<file path="src/rtl/pattern_detector_param_if.sv">
// Serial input, pattern configuration and detect outputs of pattern_detector_param.
// master drives the serial stream and configuration; slave is the detector.
interface pattern_detector_param_if #(
    parameter int unsigned MAX_LEN = 8,
    parameter int unsigned LEN_W   = 4,
    parameter int unsigned CNT_W   = 8
);
    logic               in;
    logic               in_valid;
    logic               load;
    logic [MAX_LEN-1:0] pat;
    logic [LEN_W-1:0]   pat_len;
    logic               overlap;
    logic               DETECT;
    logic [CNT_W-1:0]   match_count;

    modport master (
        output in, in_valid, load, pat, pat_len, overlap,
        input  DETECT, match_count
    );

    modport slave (
        input  in, in_valid, load, pat, pat_len, overlap,
        output DETECT, match_count
    );
endinterface

</file>
<file path="src/rtl/pattern_detector_param.sv">
// Runtime-loadable serial pattern detector with overlap control.
// Define PATTERN_DETECTOR_COUNT_EN to build the saturating match counter.
module pattern_detector_param #(
    parameter int unsigned          MAX_LEN = 8,
    parameter int unsigned          LEN_W   = 4,
    parameter logic [MAX_LEN-1:0]   DEF_PAT = MAX_LEN'(8'b0000_0101),
    parameter int unsigned          DEF_LEN = 4,
    parameter int unsigned          CNT_W   = 8
) (
    input logic                       clk,
    input logic                       reset,
    pattern_detector_param_if.slave   bus
);
    localparam int unsigned FILL_W = $clog2(MAX_LEN + 1);
    localparam logic [FILL_W-1:0] FILL_MAX = FILL_W'(MAX_LEN);
    localparam logic [LEN_W-1:0]  LEN_MAX  = LEN_W'(MAX_LEN);

    logic [MAX_LEN-1:0] pat_q, pat_d;
    logic [LEN_W-1:0]   len_q, len_d;
    logic [MAX_LEN-1:0] hist_q, hist_d, hist_next;
    logic [FILL_W-1:0]  fill_q, fill_d, fill_next;
    logic               detect_q, detect_d;
    logic [MAX_LEN-1:0] len_mask;
    logic               match;

    always_comb begin
        for (int i = 0; i < MAX_LEN; i++) begin
            len_mask[i] = (i < int'(len_q));
        end
    end

    assign hist_next = {hist_q[MAX_LEN-2:0], bus.in};
    assign fill_next = (fill_q == FILL_MAX) ? FILL_MAX : fill_q + 1'b1;

    // Match is judged on the post-shift window so DETECT follows the completing bit.
    assign match = bus.in_valid && !bus.load && (len_q != '0) &&
                   (int'(fill_next) >= int'(len_q)) &&
                   (((hist_next ^ pat_q) & len_mask) == '0);

    always_comb begin
        pat_d    = pat_q;
        len_d    = len_q;
        hist_d   = hist_q;
        fill_d   = fill_q;
        detect_d = 1'b0;
        if (bus.load) begin
            pat_d  = bus.pat;
            len_d  = (bus.pat_len > LEN_MAX) ? LEN_MAX : bus.pat_len;
            hist_d = '0;
            fill_d = '0;
        end else if (bus.in_valid) begin
            hist_d   = hist_next;
            fill_d   = (match && !bus.overlap) ? '0 : fill_next;
            detect_d = match;
        end
    end

    always_ff @(posedge clk) begin
        if (reset) begin
            pat_q    <= DEF_PAT;
            len_q    <= LEN_W'(DEF_LEN);
            hist_q   <= '0;
            fill_q   <= '0;
            detect_q <= 1'b0;
        end else begin
            pat_q    <= pat_d;
            len_q    <= len_d;
            hist_q   <= hist_d;
            fill_q   <= fill_d;
            detect_q <= detect_d;
        end
    end

    assign bus.DETECT = detect_q;

`ifdef PATTERN_DETECTOR_COUNT_EN
    logic [CNT_W-1:0] count_q, count_d;

    always_comb begin
        count_d = count_q;
        if (bus.load) begin
            count_d = '0;
        end else if (match && (count_q != '1)) begin
            count_d = count_q + 1'b1;
        end
    end

    always_ff @(posedge clk) begin
        if (reset) begin
            count_q <= '0;
        end else begin
            count_q <= count_d;
        end
    end

    assign bus.match_count = count_q;
`else
    assign bus.match_count = '0;
`endif
endmodule
</file>
<file path="src/flat_wrapper.sv">
// flat-port wrapper written by rule: the top's interface ports become plain ports
module pattern_detector_param_flat 
#(
    parameter int unsigned          MAX_LEN = 8,
    parameter int unsigned          LEN_W   = 4,
    parameter logic [MAX_LEN-1:0]   DEF_PAT = MAX_LEN'(8'b0000_0101),
    parameter int unsigned          DEF_LEN = 4,
    parameter int unsigned          CNT_W   = 8
)
  (clk, reset, bus_in, bus_in_valid, bus_load, bus_pat, bus_pat_len, bus_overlap, bus_DETECT, bus_match_count);
  pattern_detector_param_if #(.MAX_LEN(MAX_LEN), .LEN_W(LEN_W), .CNT_W(CNT_W)) bus_i ();
  input logic clk;
  input logic reset;
  input wire logic [$bits(bus_i.in)-1:0] bus_in;
  input wire logic [$bits(bus_i.in_valid)-1:0] bus_in_valid;
  input wire logic [$bits(bus_i.load)-1:0] bus_load;
  input wire logic [$bits(bus_i.pat)-1:0] bus_pat;
  input wire logic [$bits(bus_i.pat_len)-1:0] bus_pat_len;
  input wire logic [$bits(bus_i.overlap)-1:0] bus_overlap;
  output wire logic [$bits(bus_i.DETECT)-1:0] bus_DETECT;
  output wire logic [$bits(bus_i.match_count)-1:0] bus_match_count;
  assign bus_i.in = bus_in;
  assign bus_i.in_valid = bus_in_valid;
  assign bus_i.load = bus_load;
  assign bus_i.pat = bus_pat;
  assign bus_i.pat_len = bus_pat_len;
  assign bus_i.overlap = bus_overlap;
  assign bus_DETECT = bus_i.DETECT;
  assign bus_match_count = bus_i.match_count;
  pattern_detector_param #(.MAX_LEN(MAX_LEN), .LEN_W(LEN_W), .DEF_PAT(DEF_PAT), .DEF_LEN(DEF_LEN), .CNT_W(CNT_W)) u_core (.clk(clk), .reset(reset), .bus(bus_i));
endmodule
</file>
<file path="config.mk">
export PLATFORM = sky130hd
export DESIGN_NAME = pattern_detector_param_flat
export DESIGN_NICKNAME = d
export VERILOG_FILES = /design/src/rtl/pattern_detector_param_if.sv /design/src/rtl/pattern_detector_param.sv /design/src/flat_wrapper.sv
export SDC_FILE = /design/constraint.sdc
export NUM_CORES = 1
export LEC_CHECK = 0
export ABC_CLOCK_PERIOD_IN_PS = 2750
export BUFFER_PORTS_ARGS = -buffer_cell sky130_fd_sc_hd__buf_2
export CAP_MARGIN = 30
export CORE_MARGIN = 5
export CORE_UTILIZATION = 53
export DETAILED_ROUTE_END_ITERATION = 8
export PLACE_DENSITY = 0.77
export SYNTH_ARGS = -nofsm -noshare
export SYNTH_HDL_FRONTEND = slang
export SYNTH_SLANG_ARGS = --single-unit
</file>
<file path="constraint.sdc">
create_clock -name clk -period 2.75 [get_ports clk]
set_clock_uncertainty 0.05 [all_clocks]
set_input_delay 0.1375 -clock clk [delete_from_list [all_inputs] [get_ports clk]]
set_output_delay 0.1375 -clock clk [all_outputs]
set_load 0.05 [all_outputs]
</file>
# Word level (Yosys, flattened, before mapping)
# Index checks and enable logic that the tools add are counted.
# W data, S select, Z words.
# totals
regBits	24
# op_classes
addsub	1
n_lt_le_gt_ge	10
n_eq_ne	1
n_mux	3
bitwise_logic	3
n_reduce_logical	11
# ops
op	count
$lt A3 B4 Y1 const A	4
$mux W4	3
$and A8 B8 Y8	1
$logic_not A8 Y1	1
$lt A1 B4 Y1 const A	2
$lt A2 B4 Y1 const A	2
$xor A8 B8 Y8	1
$logic_and A1 B1 Y1	5
$add A4 B1 Y4 const B	1
$eq A4 B4 Y1 const B	1
$ge A4 B4 Y1	1
$gt A4 B4 Y1 const B	1
$reduce_bool A4 Y1	1
$reduce_or A3 Y1	1
$logic_not A1 Y1	2
$reduce_or A2 Y1	1
$not A1 Y1	1

# Longest topological paths before layout
# Gate-level depths: netlist of run 1.
# logic_depth
depth_word	7
mapped_depth	11
ltp_nobuf	11

# Worst setup path after synthesis of run 1
# OpenSTA, ideal clock, no wires.
# synth_path
path_kind	register to register
start	register u_core.fill_q[0]
end	register u_core.fill_q[3]
setup_time_ps	91
arrival_ps	1941
setup_slack_ps	668
path_stages_with_launch	11
path_buffers	0
path_cell_list	dfxtp_1 > inv_1 > ha_1 > nand2_1 > o21ai_1 > ha_1 > nand2b_1 > a2111oi_0 > nand4b_1 > nor2_2 > a311oi_1
# synth_between
elab_chain_cells	7
# synth_lines
element	line	source
start, declared	pattern_detector_param.sv:21	logic [FILL_W-1:0] fill_q, fill_d, fill_next;
start signal, assigned	pattern_detector_param.sv:69	fill_q <= fill_d;
$add A4 B1 Y4 / $eq A4 B4 Y1 (equally long branches)	pattern_detector_param.sv:33	assign fill_next = (fill_q == FILL_MAX) ? FILL_MAX : fill_q + 1'b1;
$mux W4 (*)	pattern_detector_param.sv:33	
$ge A4 B4 Y1	pattern_detector_param.sv:37	(int'(fill_next) >= int'(len_q)) &&
$logic_and A1 B1 Y1	pattern_detector_param.sv:36	assign match = bus.in_valid && !bus.load && (len_q != '0) &&
$logic_and A1 B1 Y1	pattern_detector_param.sv:37	
$logic_and A1 B1 Y1	pattern_detector_param.sv:53	fill_d = (match && !bus.overlap) ? '0 : fill_next;
$mux W4 (*)	pattern_detector_param.sv:53	
# Every way passes the cells marked *; elsewhere a longest branch is shown, timed or not.
# A chain may end at the register's enable or synchronous reset.

# Worst setup path in the final report of run 1
# Same ends and word-level chain as after synthesis.

==> run metrics, run 1 <==
dominant synthesized flop cell dfxtp_1; final-report max-slew violation count 0; Syn Area/Cell 9.12 um^2; TritonRoute pass-1 iters 4; number of antenna violations at the first check in global routing 0; number of cells after detailed placement 179; antenna-violating nets left 0; Netlist Area Pre-Place 0.00129 mm^2; Root Buffer Master clkbuf_4; async set-reset flop share out of synthesis 0%; critical setup path kind reg2reg; share of the synthesized netlist area taken by xor and xnor gates 6.81%; cell type contributing the most total cell area after synthesis dfxtp_1; number of I/O port buffers 18; slew at the pin closest to its max-slew limit 0.504 ns; Critical Path RT 2.93 ns; Max Cap Viol 0; proportion of netlist area held by the largest area contributor 37.4%; CP cell instances inv_1, ha_1, nand2_1, o21ai_1, ha_1, nand2b_1, a2111oi_0, nand4b_1, nor2_2, a311oi_1; Switching Share 27.8%; Arr. time, crit path 2.53 ns; part of the total power dissipated in the clock network 27.6%; Ys Warns 0; Seq/Total Area, Yosys 37.4%; area added between synthesis and finish 11.0%; worst hold path stage count 3; combined global-route utilization of all metal layers 15.6%; start point of the worst hold path bus_pat[4]; leading cell types by count after synthesis 24 x dfxtp_1, 18 x nor2_1, 15 x mux2i_1, 8 x buf_4; share of the clock period used by the worst path after layout 85.4%; adder-cell area share of the yosys netlist 5.84%; clock transition at the registers of the reported paths 0.13 ns; register bit total from synthesis 24; level count of the clock H-tree 1; endpoints failing hold 0; main combinational cell family by area after synthesis simple AND/OR/NAND/NOR gates; EDFF count, synth 0; part of the power in combinational logic 17.1%; DR WL/cell 13.1 um; share of synthesized area spent on multiplexers 11.7%; Worst Hold Class in2reg; via density per instance 5.47; width of the die 59.3 um; Critical Path Start u_core.fill_q[0]; power dissipated by switching net loads 0.188 mW; final setup violation count 0; worst slew margin relative to its limit 66.4%; most used standard cell by instance count after synthesis dfxtp_1; sum of net half-perimeters after detailed placement 1820 um; shortest clock period the worst path allows after layout 2.35 ns; final net count 185; Critical Path Sink Type flop; sort of element at the start of the critical path flop; Antenna Cells 0; initial core utilization 57.0%; Fmax achieved 0.426 GHz; maximum count of clock buffers along a single path 2; TritonCTS sink count 24; routability congestion estimate 0.820; static power due to leakage 0.628 nW; Setup TNS 0 ns; Synth Area in Simple Gates 16.2%; CP dominant cell by count ha_1; TritonCTS clock tree yes; number of global-route vias before repair 990; part of the power in registers 55.3%; Area contributors post-synth dfxtp_1 37%, mux2i_1 12%, ha_1 5.8%, nor2_1 5.3%, buf_4 4.7%; compound-gate portion of the synthesized area 12.3%; Post-Syn Instances 141; detailed-route via count 1,028; number of distinct standard cells referenced by the synthesized netlist 43; outcome completed; power per standard cell area 474 mW/mm^2; aggregate routed wire length 2470 um; filler-free cell count of the finished design 188; height of the die 59.3 um; Clock Latency Late Sink 0.31 ns; number of gates resized after CTS 0; Iteration-0 DRC Markers 27; die outline area 0.00351 mm^2; worst reg2reg path startpoint u_core.fill_q[0]; GR Overflow Total 0; Std-Cell Core Area 0.00225 mm^2; proportion of layout cells with a drive suffix above 1 16.3%; global-route wire length before repair 4200 um; DRC violations left 0; standard-cell rows 17; critical-path cell with the highest stage delay a2111oi_0; number of placed I/O pins 27; Max rail drop VDD 0.337 mV; internal power 0.488 mW; total CTS buffers 3; crit-path max cell delay 0.39 ns; maximum number of pins on one net before global-route repair 20; RSZ-0062 raised after global routing false; critical-path maximum fanout 4; reg2reg path depth 10
[routing by layer]
layer	share of wire [%]	routed length, um	up-vias	GRT usage [%]
li1	-	-	517	-
met1	43	1060	471	17.7
met2	49	1210	34	27.8
met3	6.0	148	6	2.18
met4	1.6	40	0	8.41
met5	0	0	-	0
[what timing repair did]
item,in CTS,in global routing
hold endpoints to repair,5,0
setup buffers,0,0
hold buffers,5,0
[registers in the layout (all words and copies together), names as in the netlist]
name and flops:
u_core.pat_q 8, u_core.hist_q 7, u_core.len_q 4, u_core.fill_q 4
u_core.bus.DETECT 1
[power by group through the flow]
stage | clock network, mW | logic [mW] | registers (mW)
global route | 0.206 | 0.128 | 0.376
finish | 0.186 | 0.116 | 0.374
floorplan | 0 | 0.0984 | 0.376
global placement | 0 | 0.106 | 0.381
detailed placement | 0 | 0.110 | 0.381
CTS | 0.191 | 0.115 | 0.374
[through the flow]
| stage | hold WS, ns | instance area, um^2 | util [%] | total power, mW | setup slack [ns] |
|---|---|---|---|---|---|
| CTS | 0.000224 | 1430 | 63.3 | 0.680 | 0.444 |
| global placement | 0.294 | 1340 | 59.5 | 0.487 | 0.575 |
| detailed placement | 0.305 | 1340 | 59.5 | 0.491 | 0.471 |
| global route | 0.0210 | 1430 | 63.3 | 0.710 | 0.229 |
| floorplan | 0.186 | 1310 | - | 0.474 | 0.668 |
| finish | 0.00569 | 1430 | 63.3 | 0.676 | 0.401 |
[final timing paths]
check	to	slack (ns)
worst max register to register	u_core.fill_q[3]	0.40
worst min register to register	u_core.pat_q[1]	0.49
worst min-delay path	u_core.pat_q[4]	0.006
worst max-delay path	u_core.fill_q[3]	0.40
[cell families (layout without fill, tap and decap cells)]
logic type,after synthesis,in the layout
AO/OA/AOI/OAI,21,21
flip-flops,24,24
multiplexers,15,15
AND/OR/NAND/NOR,42,42
other,1,8
XOR/XNOR,10,10
adder cells (fa/ha/maj),6,6
buffers and inverters,22,34
[critical path: cells and delay by family, from the launching register on]
kind	cells	cell delay [ns]
AOI/OAI and AO/OA	3	0.86
and+or+nand+nor	4	0.49
adders and majority gates	2	0.42
DFF	1	0.36
buffers and inverters	1	0.10
[area by class of cell]
| type | count | area, um^2 |
|---|---|---|
| clock buffer | 4 | 36.3 |
| fill | 186 | 827 |
| inverter | 7 | 26.3 |
| multi-input combinational | 102 | 709 |
| sequential | 24 | 480 |
| tap | 28 | 35.0 |
| timing repair buffer | 23 | 140 |
[cell usage in the layout, fill, tap and decap left out, types with 2 or more instances in the layout]
master         instances
nand3_1                4
a211o_1                2
xor2_1                 6
xnor2_1                4
nand2b_1               2
clkbuf_4               3
ha_1                   6
nor2b_1                3
o21ai_0                2
buf_2                 18
nand2_1                6
a22oi_1                2
dlygate4sd3_1          5
dfxtp_1               24
conb_1                 8
o22ai_1                2
inv_1                  6
mux2i_1               15
nor2_1                18
o21ai_1                2
Power figures use the tool's default switching activity.
==> run 2: changes to the inputs <==
BUFFER_PORTS_ARGS = -buffer_cell sky130_fd_sc_hd__clkbuf_2   (was -buffer_cell sky130_fd_sc_hd__buf_2)
==> run 2 against run 1 <==
  * First-iteration DRC count is 48% lower
  * Worst hold slack worse by 0.0031 ns
  * Cell area is 1.7% lower
  * Via count decreased by 0.97%
  * Clock-buffer cell count fell by 1
  * Combinational power hardly changed
  * Die area is the same
  * Critical path depth is the same
  * Largest cell class unchanged
==> run metrics, run 2 (synthesis gave the netlist of run 1 again) <==
number of flip-flops in the largest register 8 (unchanged); number of placed I/O pins 27 (unchanged); final-report max-slew violation count 0 (unchanged); Antenna Cells 0 (unchanged); antenna-violating nets left 0 (unchanged); RSZ-0062 raised after global routing false; share of the clock period used by the worst path after layout 86.5% (+1.1 points); design area 0.00140 mm^2 (-1.7%); final net count 184 (-0.54%); Max Cap Viol 0 (unchanged); slew at the pin closest to its max-slew limit 0.505 ns (+0.00152 ns); terminus of the critical flop-to-flop path u_core.fill_q[3]; Final Total Pwr 0.639 mW (-5.5%); width of the die 59.3 um (unchanged); routability congestion estimate 0.805 (-1.8%); area added between synthesis and finish 9.14%; setup slack of the most critical reg-to-reg path 0.37 ns (-0.03 ns); critical-path cell with the highest stage delay a2111oi_0; part of the power in registers 58.6% (+3.3 points); power dissipated by switching net loads 0.182 mW (-3.3%); Iteration-0 DRC Markers 14 (-48%); critical path's top delay family compound AO/OA/AOI/OAI gates; Fmax achieved 0.420 GHz (-1.3%); number of antenna violations at the first check in global routing 0 (unchanged); filler cell count 208 (+12%); number of global-route vias before repair 1,055 (+6.6%); part of the power in combinational logic 18.1% (+1.0 points); crit-path max cell delay 0.41 ns (+0.02 ns); Critical Path Sink Type flop; Critical Path RT 2.93 ns (about the same); CP cell instances inv_1, ha_1, nand2_1, o21ai_1, ha_1, nand2b_1, a2111oi_0, nand4b_1, nor2_2, a311oi_1; critical-path maximum fanout 4 (unchanged); critical path capture point u_core.fill_q[3]; clock transition at the registers of the reported paths 0.12 ns (about the same); Switching Share 28.4% (+0.63 points); met3 Track Usage GR 1.96% (-0.22 points); shortest clock period the worst path allows after layout 2.38 ns (+0.0306 ns); top library cells by usage in the layout, fill and taps aside 24 x dfxtp_1, 18 x nor2_1, 18 x clkbuf_2, 15 x mux2i_1, 8 x conb_1; static power due to leakage 0.620 nW (-1.4%); proportion of layout cells with a drive suffix above 1 15.8% (-0.43 points); Arr. time, crit path 2.56 ns (+0.03 ns); worst reg2reg path startpoint u_core.fill_q[0]; Std-Cell Core Area 0.00225 mm^2 (unchanged); level count of the clock H-tree 1 (unchanged); TritonCTS clock tree yes; TritonCTS sink count 24 (unchanged); via density per instance 5.47 (about the same); Clock Latency Late Sink 0.31 ns (about the same); detailed-route via count 1,018 (-0.97%); instance area after placement 0.00134 mm^2 (unchanged); TritonRoute pass-1 iters 4 (unchanged); number of I/O port buffers 18 (unchanged); number of gates resized after CTS 0 (unchanged); global-route wire length before repair 4280 um (+2.0%); power per standard cell area 455 mW/mm^2 (-3.9%); routing layer with the top usage in global route met2; critical setup path kind reg2reg; Critical Path Start u_core.fill_q[0]; Post-CTS Setup Bufs 0 (unchanged); endpoints failing hold 0 (unchanged); outcome completed; worst slew margin relative to its limit 66.3% (-0.10 points); maximum number of pins on one net before global-route repair 20 (unchanged); met2 global-route usage 29.2% (+1.4 points); Worst Hold Class in2reg; Layout Utilization 62.3% (-1.1 points); register with the highest flop count u_core.pat_q; global-route track usage on met1 17.5% (-0.20 points); DR WL/cell 13.5 um (+3.2%); count of buffer and inverter cells on the critical path 1 (unchanged); CP dominant cell by count ha_1; sum of net half-perimeters after detailed placement 1930 um (+6.2%); sort of element at the start of the critical path flop; aggregate routed wire length 2520 um (+2.1%); standard-cell rows 17 (unchanged); initial core utilization 57.0% (unchanged); maximum count of clock buffers along a single path 2 (unchanged); DRC violations left 0 (unchanged); final setup violation count 0 (unchanged); largest registers u_core.pat_q: 8 flops, u_core.hist_q: 7 flops; number of hold buffers added after cts 4 (-1); part of the total power dissipated in the clock network 23.4% (-4.2 points); total CTS buffers 3 (unchanged); GR Overflow Total 0 (unchanged); Setup TNS 0 ns (unchanged); logic depth of the worst setup path including buffers 10 (unchanged); internal power 0.457 mW (-6.3%); combined global-route utilization of all metal layers 15.8% (+0.25 points); pre-CTS WS 0.368 ns (-0.103 ns); least setup slack across all paths after layout 0.370 ns (-0.0306 ns); leading cell type in the layout, fill and taps excluded dfxtp_1; Root Buffer Master clkbuf_4; Max rail drop VDD 0.353 mV (+4.6%); die outline area 0.00351 mm^2 (unchanged); reg2reg path depth 10 (unchanged); height of the die 59.3 um (unchanged)
-- run 2: cell types whose count changed in the layout (fill, tap and decap cells not counted), sizes merged --
cell and delta:
clkbuf +17, dlygate4sd3 -1, buf -18
-- run 2: worst min path at each step --
stage	start	to	slack (ns)	cells past startpoint
final	bus_pat[3]	u_core.pat_q[3]	0.003	3
after global placement	bus_pat[2]	u_core.pat_q[2]	0.29	2
after CTS	bus_pat[7]	u_core.pat_q[7]	0.003	3
after detailed placement	bus_pat[0]	u_core.pat_q[0]	0.30	2
after global routing	bus_pat[5]	u_core.pat_q[5]	0.009	3
after floorplan	reset	u_core.pat_q[0]	0.19	1
-- run 2: stage by stage --
step	hold WS, ns	instances
CTS	0.00298	186
finish	0.00259	186
global placement	0.295	179
global route	0.00875	186
detailed placement	0.302	179
floorplan	0.186	148
-- run 2: metal layers --
metal	share of wire [%]	wire, um
met1	42	1060
met2	50	1270
met3	5.7	144
met4	1.9	49
met5	0	0
-- run 2: layout make-up --
class	instances	area (um^2)	area share [%]
inverters	7	26.3	1.87
multi-input cells	102	709	50.5
flip-flops and latches	24	480	34.2
well taps	28	35.0	2.50
repair buffers	22	130	9.27
clock buffers	3	22.5	1.60
-- run 2: power by group through the flow --
| stage | registers, mW | logic (mW) | clock network (mW) |
|---|---|---|---|
| 3_3_place_gp | 0.381 | 0.106 | 0 |
| 3_5_place_dp | 0.382 | 0.110 | 0 |
| 4_1_cts | 0.374 | 0.115 | 0.153 |
| 2_1_floorplan | 0.376 | 0.0984 | 0 |
| 5_1_grt | 0.376 | 0.127 | 0.167 |
| 6_report | 0.374 | 0.116 | 0.149 |
-- run 2: worst reg2reg max path, cell delays in order, from the launching register on --
cell and delay, ns:
dfxtp_1 0.36, inv_1 0.10, ha_1 0.15, nand2_1 0.07
o21ai_1 0.22, ha_1 0.27, nand2b_1 0.13, a2111oi_0 0.41
nand4b_1 0.21, nor2_2 0.08, a311oi_1 0.25
==> run 3: changes to the inputs <==
CORE_UTILIZATION = 50   (was 53)
PLACE_DENSITY = 0.73   (was 0.77)
==> run 3 against run 2 <==
  * Flip-flop and latch count is the same
  * Maximum frequency grew 3.2%
  * Wire length shrank 6.2%
  * Clock-buffer cell count is the same
  * Clock power shrank 5%
  * Combinational power is essentially flat
  * Sequential power is essentially flat
  * Worst hold slack gained 0.014 ns
  * Via count shrank 3.2%
  * Critical path depth is the same
  * Setup slack gained 0.074 ns
  * Cell count grew 0.54%
==> run metrics, run 3 (synthesis gave the netlist of run 1 again) <==
worst hold path stage count 3 (unchanged); endpoints failing hold 0 (unchanged); critical-path cell with the highest stage delay a2111oi_0; shortest clock period the worst path allows after layout 2.31 ns (-0.0737 ns); Critical Path RT 2.91 ns (-0.02 ns); register with the highest flop count u_core.pat_q; clock transition at the registers of the reported paths 0.12 ns (about the same); die outline area 0.00369 mm^2 (+5.0%); global-route wire length before repair 4060 um (-5.3%); standard-cell rows 18 (+1); Critical Path Sink Type flop; Max rail drop VDD 0.262 mV (-26%); part of the power in combinational logic 18.1% (about the same); number of hold buffers added after cts 3 (-1); aggregate routed wire length 2360 um (-6.2%); maximum count of clock buffers along a single path 2 (unchanged); level count of the clock H-tree 1 (unchanged); number of placed I/O pins 27 (unchanged); Iteration-0 DRC Markers 70 (+56); power per standard cell area 449 mW/mm^2 (-1.3%); TritonCTS clock tree yes; Max Cap Viol 0 (unchanged); start point of the worst hold path bus_pat_len[0]; terminus of the critical flop-to-flop path u_core.fill_q[3]; area added between synthesis and finish 8.56%; Std-Cell Core Area 0.00248 mm^2 (+9.9%); part of the total power dissipated in the clock network 22.4% (-1.0 points); number of global-route vias before repair 994 (-5.8%); critical-path maximum fanout 4 (unchanged); height of the die 60.7 um (+2.5%); RSZ-0062 raised after global routing false; TritonCTS sink count 24 (unchanged); DRC violations left 0 (unchanged); internal power 0.456 mW (-0.26%); number of flip-flops in the largest register 8 (unchanged); setup slack of the most critical reg-to-reg path 0.44 ns (+0.07 ns); reg2reg path depth 10 (unchanged); Root Buffer Master clkbuf_4; GR Overflow Total 0 (unchanged); antenna-violating nets left 0 (unchanged); critical setup path kind reg2reg; number of I/O port buffers 18 (unchanged); outcome completed; Post-CTS Setup Bufs 0 (unchanged); total CTS buffers 3 (unchanged); width of the die 60.7 um (+2.5%); final net count 183 (-0.54%); initial core utilization 51.9% (-5.1 points); static power due to leakage 0.615 nW (-0.67%); Antenna Cells 0 (unchanged); number of cells after detailed placement 181 (+1.1%); count of buffer and inverter cells on the critical path 1 (unchanged); DR WL/cell 12.6 um (-6.7%); via density per instance 5.27 (-3.8%); Arr. time, crit path 2.47 ns (-0.09 ns); number of gates resized after CTS 0 (unchanged); leading cell type in the layout, fill and taps excluded dfxtp_1; filler cell count 237 (+14%); share of the clock period used by the worst path after layout 83.9% (-2.7 points); final setup violation count 0 (unchanged); Clock Latency Late Sink 0.29 ns (-0.02 ns); detailed-route via count 985 (-3.2%); crit-path max cell delay 0.36 ns (-0.05 ns); Worst Hold Class in2reg; proportion of layout cells with a drive suffix above 1 15.9% (+0.10 points); combined global-route utilization of all metal layers 14.5% (-1.4 points); routability congestion estimate 0.844 (+4.8%); largest registers u_core.pat_q: 8 flops, u_core.hist_q: 7 flops; CP dominant cell by count ha_1; Switching Share 27.3% (-1.2 points); filler-free cell count of the finished design 187 (+0.54%); Fmax achieved 0.434 GHz (+3.2%); power dissipated by switching net loads 0.171 mW (-5.9%); maximum number of pins on one net before global-route repair 20 (unchanged); number of antenna violations at the first check in global routing 0 (unchanged); worst reg2reg path startpoint u_core.fill_q[0]; TritonRoute pass-1 iters 4 (unchanged); top library cells by usage in the layout, fill and taps aside 24 x dfxtp_1, 18 x nor2_1, 18 x clkbuf_2, 15 x mux2i_1, 8 x conb_1; sort of element at the start of the critical path flop; sum of net half-perimeters after detailed placement 1840 um (-5.0%); sink of the worst hold path u_core.len_q[0]; Setup TNS 0 ns (unchanged); final-report max-slew violation count 0 (unchanged); critical path's top delay family compound AO/OA/AOI/OAI gates; part of the power in registers 59.5% (+0.9 points); CP cell instances inv_1, ha_1, nand2_1, o21ai_1, ha_1, nand2b_1, a2111oi_0, nand4b_1, nor2_2, a311oi_1
==> run 3: worst register-to-register path: cells and delay by family (launching register included) <==
kind	cells	cell delay (ns)
compound gates	3	0.83
simple gates	4	0.49
fa+ha+maj	2	0.42
flops	1	0.35
buf+inv	1	0.10
==> run 3: worst max-delay path by stage <==
| stage | from | endpoint | slack (ns) | cells past startpoint |
|---|---|---|---|---|
| detailed placement | u_core.fill_q[0] | u_core.fill_q[3] | 0.44 | 10 |
| CTS | u_core.fill_q[0] | u_core.fill_q[3] | 0.42 | 10 |
| floorplan | u_core.fill_q[0] | u_core.fill_q[3] | 0.67 | 10 |
| global route | u_core.fill_q[0] | u_core.fill_q[3] | 0.09 | 10 |
| finish | u_core.fill_q[0] | u_core.fill_q[3] | 0.44 | 10 |
| global placement | u_core.fill_q[0] | u_core.fill_q[3] | 0.58 | 10 |
==> run 3: metal layers <==
layer,vias to the layer above,GRT usage [%],share of wire (%)
met4,0,3.72,0.55
met1,450,16.4,41
met2,24,27.9,52
met3,2,2.13,5.7
li1,509,-,-
met5,-,0,0
==> run 3: through the flow <==
| stage | utilization (%) | power, mW | instance area, um^2 | hold slack [ns] | setup slack, ns |
|---|---|---|---|---|---|
| after floorplan | - | 0.474 | 1310 | 0.186 | 0.668 |
| after global placement | 54.2 | 0.487 | 1340 | 0.296 | 0.579 |
| after detailed placement | 54.2 | 0.491 | 1340 | 0.303 | 0.443 |
| after CTS | 56.4 | 0.638 | 1400 | 0.00905 | 0.419 |
| after global routing | 56.4 | 0.671 | 1400 | 0.0148 | 0.0875 |
| final | 56.4 | 0.627 | 1400 | 0.0170 | 0.444 |
==> run 3: power groups by stage <==
stage                     combinational, mW  clock (mW)  sequential (mW)
after CTS                             0.113       0.152            0.373
after floorplan                      0.0984           0            0.376
after global routing                  0.126       0.169            0.376
final                                 0.113       0.141            0.373
after detailed placement              0.110           0            0.381
after global placement                0.107           0            0.381
==> run 3: final cells by class <==
type	instances	area, um^2	area share, %
Multi-Input combinational cell	102	709	50.8
Sequential cell	24	480	34.4
Timing Repair Buffer	21	120	8.60
Tap cell	30	37.5	2.69
Inverter	7	26.3	1.88
Clock buffer	3	22.5	1.61
